## src/rtl/z_result_stage.sv

```systemverilog
// Z result stage: captures single-cycle ALU results or runs an
// iterative unsigned restoring divide into the Z register pair.
module z_result_stage #(
   parameter int WIDTH = 32
) (
   input  logic             clock,
   input  logic             clear,
   input  logic             start,
   input  logic             op_div,
   input  logic [WIDTH-1:0] comb_result,
   input  logic [WIDTH-1:0] comb_result_hi,
   input  logic [WIDTH-1:0] dividend,
   input  logic [WIDTH-1:0] divisor,
   output logic             busy,
   output logic             done,
   output logic             div_by_zero,
   output logic [WIDTH-1:0] z_hi,
   output logic [WIDTH-1:0] z_lo
);

   localparam int CW = $clog2(WIDTH);

   typedef enum logic {
      S_IDLE,
      S_DIV
   } state_t;

   state_t           state;
   state_t           state_nx;
   logic [WIDTH-1:0] q;
   logic [WIDTH-1:0] r;
   logic [WIDTH-1:0] dvs;
   logic [CW-1:0]    cnt;
   logic             acc;
   logic             cap;
   logic             dz;
   logic             dgo;
   logic             last;
   logic [WIDTH-1:0] rsh;
   logic [WIDTH-1:0] r_nx;
   logic [WIDTH-1:0] q_nx;
   logic [WIDTH:0]   t;

   assign acc  = start && (state == S_IDLE);
   assign cap  = acc && !op_div;
   assign dz   = acc && op_div && (divisor == '0);
   assign dgo  = acc && op_div && (divisor != '0);
   assign last = busy && (cnt == CW'(WIDTH - 1));

   // state register
   always_ff @(posedge clock or negedge clear) begin
      if (!clear) state <= S_IDLE;
      else        state <= state_nx;
   end

   // next-state: leave IDLE only for a real divide, return after last step
   always_comb begin
      state_nx = state;
      unique case (state)
         S_IDLE:  if (dgo)  state_nx = S_DIV;
         S_DIV:   if (last) state_nx = S_IDLE;
         default: state_nx = S_IDLE;
      endcase
   end

   // state-decoded outputs
   always_comb begin
      busy = (state == S_DIV);
   end

   // one restoring step: shift in next dividend bit, try subtract
   always_comb begin
      rsh  = {r[WIDTH-2:0], q[WIDTH-1]};
      t    = {1'b0, rsh} - {1'b0, dvs};
      r_nx = t[WIDTH] ? rsh : t[WIDTH-1:0];
      q_nx = {q[WIDTH-2:0], ~t[WIDTH]};
   end

   // divider working registers, operands latched at start
   always_ff @(posedge clock or negedge clear) begin
      if (!clear) begin
         q   <= '0;
         r   <= '0;
         dvs <= '0;
         cnt <= '0;
      end else if (dgo) begin
         q   <= dividend;
         r   <= '0;
         dvs <= divisor;
         cnt <= '0;
      end else if (busy) begin
         q   <= q_nx;
         r   <= r_nx;
         cnt <= cnt + CW'(1);
      end
   end

   // Z pair, sticky divide-by-zero flag and completion pulse
   always_ff @(posedge clock or negedge clear) begin
      if (!clear) begin
         z_lo        <= '0;
         z_hi        <= '0;
         div_by_zero <= 1'b0;
         done        <= 1'b0;
      end else begin
         done <= cap || dz || last;
         if (cap) begin
            z_lo        <= comb_result;
            z_hi        <= comb_result_hi;
            div_by_zero <= 1'b0;
         end else if (dz) begin
            z_lo        <= '1;
            z_hi        <= dividend;
            div_by_zero <= 1'b1;
         end else if (dgo) begin
            div_by_zero <= 1'b0;
         end else if (last) begin
            z_lo <= q_nx;
            z_hi <= r_nx;
         end
      end
   end

endmodule

```

## config.mk

```make
export PLATFORM = sky130hd
export DESIGN_NAME = z_result_stage
export DESIGN_NICKNAME = d
export VERILOG_FILES = /design/src/rtl/z_result_stage.sv
export SDC_FILE = /design/constraint.sdc
export NUM_CORES = 1
export LEC_CHECK = 0
export BUFFER_PORTS_ARGS = -buffer_cell sky130_fd_sc_hd__buf_2
export CAP_MARGIN = 20
export CORE_ASPECT_RATIO = 1.25
export CORE_MARGIN = 2
export CORE_UTILIZATION = 50
export DETAILED_ROUTE_END_ITERATION = 10
export PLACE_DENSITY = 0.78
export SYNTH_ARGS = -nofsm -noshare
export SYNTH_HDL_FRONTEND = slang
export SYNTH_SLANG_ARGS = --single-unit
```

## constraint.sdc

```tcl
create_clock -name clock -period 3.6 [get_ports clock]
set_clock_uncertainty 0.15 [all_clocks]
set_input_delay 0.54 -clock clock [delete_from_list [all_inputs] [get_ports clock]]
set_output_delay 0.54 -clock clock [all_outputs]
set_load 0.02 [all_outputs]
```

# After elaboration in Yosys (flattened, before gate mapping)

Cells that the tools add are included.

Muxes and demuxes: 21
Reductions and logical operators: 15
Equal/unequal tests: 2
Add/sub/neg operators: 2
Bitwise gates (word level): 2

Operators with widths:

| operator                                    | number |
|---|---|
| 2-to-1 mux 32 bit                           | 11 |
| 2-to-1 mux 31 bit                           | 2 |
| subtractor 32 x 32 -> 33 bit                | 1 |
| zero test 32 bit                            | 1 |
| nonzero test 32 bit                         | 1 |
| 2-to-1 mux 5 bit                            | 2 |
| logical AND 1 bit                           | 6 |
| nonzero test 3 bit                          | 2 |
| adder 5 x 1 -> 5 bit, second input constant | 1 |
| == test 5 bit, second input constant        | 1 |
| 2-to-1 mux 1 bit                            | 5 |
| != test 3 bit, second input constant        | 1 |
| logical OR 1 bit                            | 2 |
| NOT 1 bit                                   | 2 |
| case mux 1 bit (2 select lines)             | 1 |
| AND reduction 2 bit                         | 1 |
| nonzero test 2 bit                          | 1 |
| zero test 1 bit                             | 1 |

Output and inout port bits: 67
Word-level logic and storage cells: 51
Bits of input ports: 132
Bits in registers: 167

# Depth between registers and ports, before layout

Depth in word-level cells: 7
Gate-level depth with buffers: 14
Depth with buffers taken out: 11

# Worst setup path before layout

No wires, ideal clock.

Kind: register to register
Start: reg q[31]
End: reg z_hi[6]
Path slack: 0.599 ns
Data required time: 3.324 ns
Library setup time: 0.126 ns
Cell stages (with the launch flop): 14
Period minus slack after synthesis: 3.001 ns
Data arrival time: 2.725 ns
Cell sequence: dfrtp_1 > inv_1 > ha_1 > fa_1 > nand2b_1 > a21oi_1 > o21ai_2 > a21oi_1 > o31a_1 > buf_6 > nand2b_4 > buf_6 > mux2_4 > a221o_1

Word-level cells in the longest chain between the ends: 6

Ends and longest elaborated chain:

| element                      | RTL line | text |
|---|---|---|
| start: declaration           | 30       | `logic [WIDTH-1:0] q;` |
| start signal: assignment     | 87       | `q <= dividend;` |
| start signal: assignment     | 92       | `q <= q_nx;` |
| subtractor 32 x 32 -> 33 bit | 74       | `t = {1'b0, rsh} - {1'b0, dvs};` |
| 2-to-1 mux 32 bit            | 75       | `r_nx = t[WIDTH] ? rsh : t[WIDTH-1:0];` |
| 2-to-1 mux 32 bit            | 117      | `end else if (last) begin` |
| 2-to-1 mux 32 bit            | 115      | `end else if (dgo) begin` |
| 2-to-1 mux 32 bit            | 111      | `end else if (dz) begin` |
| 2-to-1 mux 32 bit            | 107      | `if (cap) begin` |
| end signal: assignment       | 109      | `z_hi <= comb_result_hi;` |
| end signal: assignment       | 113      | `z_hi <= dividend;` |
| end signal: assignment       | 119      | `z_hi <= r_nx;` |
| end: declaration             | 17       | `output logic [WIDTH-1:0] z_hi,` |

Every way passes these cells. The select of a mux whose other input is x is not followed.
A chain may end at the register's enable or synchronous reset.

# Worst setup path after layout

Start: reg q[31]
End: reg r[14]

Word-level cells in the longest chain between the ends: 4

Ends and longest elaborated chain:

| element                      | RTL line | text |
|---|---|---|
| subtractor 32 x 32 -> 33 bit | 74       |  |
| 2-to-1 mux 32 bit            | 75       |  |
| 2-to-1 mux 31 bit            | 91       | `end else if (busy) begin` |
| 2-to-1 mux 31 bit            | 86       | `end else if (dgo) begin` |
| end signal: assignment       | 93       | `r <= r_nx;` |
| end: declaration             | 31       | `logic [WIDTH-1:0] r;` |

Every way passes these cells. The select of a mux whose other input is x is not followed.

==> impl_metrics.json <==
{
  "status": "finished, final reports clean",
  "reg2reg_to": "r[14]",
  "clock-sinks": 167,
  "diodes": 0,
  "avgSynthCellArea_um2": 9.19,
  "cts_buffer_depth": 2,
  "syn_inst": 1013,
  "place_area_um2": 10600,
  "synth_edf_count": 0,
  "crit_type": "flop to flop",
  "postCtsResizedCells": 0,
  "grt_setup_unrepaired": "no",
  "worst_pin_slew_ps": 688,
  "synth_top_area_share_pct": 44.9,
  "core_area_um2": 18200,
  "grt_max_degree": 73,
  "area_growth_pct": 20.2,
  "die_w_um": 126,
  "grt_antenna_before_repair": 0,
  "start_util_pct": 51.2,
  "ir_worst_vdd_uv": 496,
  "antenna_left": 0,
  "numCtsBuffers": 17,
  "dr.pass1.iters": 6,
  "vias": 8807,
  "fmax_mhz": 303,
  "grt_pass1_wl_um": 44100,
  "dpl.hpwl_um": 21100,
  "routed_via_density": 6.16,
  "r2r-start": "q[31]",
  "slew_headroom_pct": 54.1,
  "wl_per_cell_um": 19.8,
  "holdWs_ps": 172,
  "die-area_um2": 19700,
  "place_ws_ps": 287,
  "dp.cells": 1396,
  "holdPathStages": 3,
  "netlist_area_um2": 9310,
  "fin_tns_setup_ps": 0,
  "synth.distinct_cells": 66,
  "hold_end": "dvs[0]",
  "register_area_um2": 4180,
  "drv_slew": 0,
  "multi_input_area_um2": 4730,
  "grt_use_total_pct": 28.2,
  "total_power_mw": 13.1,
  "drt_wl_total_um": 28200,
  "netlist_top_cells_area": "dfrtp_1 (45%), nand2_1 (6.2%), mux2i_1 (5.5%)",
  "period_share_pct": 91.7,
  "clkSlewWorstSetupHoldPaths_ps": 70,
  "power_density_nw_per_um2": 1170,
  "p_leak_nw": 5.42,
  "hp-start": "divisor[0]",
  "rrSetupSlack_ps": 300,
  "async_reset_ff_share_pct": 100,
  "ys.flop_type": "dfrtp_1",
  "fill_cells": 1575,
  "ff2ff_path_depth": 12,
  "cp_max_fo": 25,
  "final-setup-viol-count": 0,
  "die_h_um": 157,
  "ys_warn_count": 0,
  "gp_congestion": 0.941,
  "core.rowCount": 55,
  "clock_latency_ps": 440,
  "start_kind": "flop",
  "hold_violations": 0,
  "ios": 199,
  "cts_root_buf": "clkbuf_16",
  "max_cap_viol_count": 0,
  "cts_max_level": 4,
  "nets": 1358,
  "ys_seq_area_share_pct": 44.9,
  "cts_tree": "built",
  "drive_gt1_share_pct": 22.5,
  "final_area_um2": 11200,
  "required_ps": 3740,
  "finish.utilization_pct": 61.6,
  "synthesis.nets": 1181,
  "drt_iter0_drc": 752,
  "grt_pass1_vias": 8377,
  "finalCriticalPeriod_ps": 3300,
  "drc": 0,
  "crit_path_end_kind": "flop",
  "synth_largest_area_cell": "dfrtp_1",
  "worstPathArrival_ps": 3440,
  "fin_ws_ps": 300,
  "hp-class": "primary input to flop",
  "fin_cells": 1430,
  "synth_seq_cells": 167,
  "io_buffers": 198,
  "grt-ovfl-total": 0
}
worst max path at each step:
stage,from,end,slack [ps],depth (start not counted)
after floorplan,q[31],z_hi[6],600,13
after global placement,q[31],z_hi[11],410,12
after detailed placement,q[31],z_hi[11],290,12
after CTS,q[31],z_hi[11],250,12
after global routing,q[31],z_hi[11],10,12
final,q[31],r[14],300,12
what timing repair did:
item,in CTS,in global routing
buffers inserted,0,2
endpoints found under the setup margin,0,14
endpoints found under the hold margin,57,0
hold buffers,1,0
sequential cells by signal (all words and copies together) (netlist names):
signal and flops:
busy 1, cnt 5, div_by_zero 1, done 1, dvs 32, q 32, r 31, z_hi 32
z_lo 32
cell usage after synthesis, types with 10 or more instances:
cell        n
a21oi_1    46
mux2i_1    51
a22oi_1    38
a22o_1     11
inv_1      43
xnor2_1    15
a222oi_1   22
dfrtp_1   167
o21ai_0    89
a31oi_1    38
ha_1       35
clkbuf_1   54
nor2_1     61
o21a_1     10
nand2_1   153
a21o_1     10
nor3_1     10
o22ai_1    17
layout by cell type, fill, tap and decap left out, types with 10 or more instances in the layout:
cell       count
a22oi_1       38
dfrtp_1      166
mux2i_1       51
clkbuf_16     17
xnor2_1       15
buf_4         21
nand2_1      152
a31oi_1       38
inv_1         43
ha_1          35
a21o_1        10
a222oi_1      22
buf_2        197
o21a_1        10
o22ai_1       17
a22o_1        11
a21oi_1       46
nor2_1        58
o21ai_0       89
report_power, final:
part	switching, mW	internal (mW)	leakage (nW)
Sequential	0.656	2.83	2.00
Clock	0.833	1.04	0.277
Combinational	4.68	3.06	3.14
worst max-delay path, cell delays in order (launching register included):
cell      delay, ps
dfrtp_1         350
inv_1            70
ha_1            210
fa_1            400
nand2b_1        180
a21oi_1         220
o21ai_2         120
a21oi_1         180
o31a_1          340
nand2b_4        290
buf_12          210
mux2i_1         280
o22ai_1         110
logic make-up (layout without fill, tap and decap cells):
| group | Yosys count | count (layout) | share of synthesized area, % |
|---|---|---|---|
| flip-flops | 167 | 167 | 44.9 |
| AND/OR/NAND/NOR | 295 | 295 | 14.2 |
| AO/OA/AOI/OAI | 329 | 329 | 23.3 |
| multiplexers | 53 | 53 | 5.81 |
| XOR/XNOR | 23 | 23 | 2.16 |
| buffers and inverters | 110 | 299 | 4.66 |
| adder cells (fa/ha/maj) | 36 | 36 | 4.92 |
layer usage:
metal | vias up | part of all wire (%) | GRT usage, % | wire length (um)
li1 | 4071 | - | - | -
met1 | 4201 | 40 | 37.2 | 11400
met2 | 455 | 48 | 46.5 | 13500
met3 | 80 | 8.0 | 4.65 | 2260
met4 | 0 | 3.6 | 11.6 | 1020
met5 | - | 0 | 0 | 0
final cells by class:
| class | instances | share of cell area, % |
|---|---|---|
| clock inverter | 14 | 1.48 |
| timing repair buffer | 224 | 11.1 |
| clock buffer | 17 | 3.80 |
| multi-input combinational | 736 | 42.2 |
| inverter | 44 | 1.48 |
| sequential | 167 | 37.3 |
| tap | 228 | 2.55 |
(Power assumes the default switching activity.)
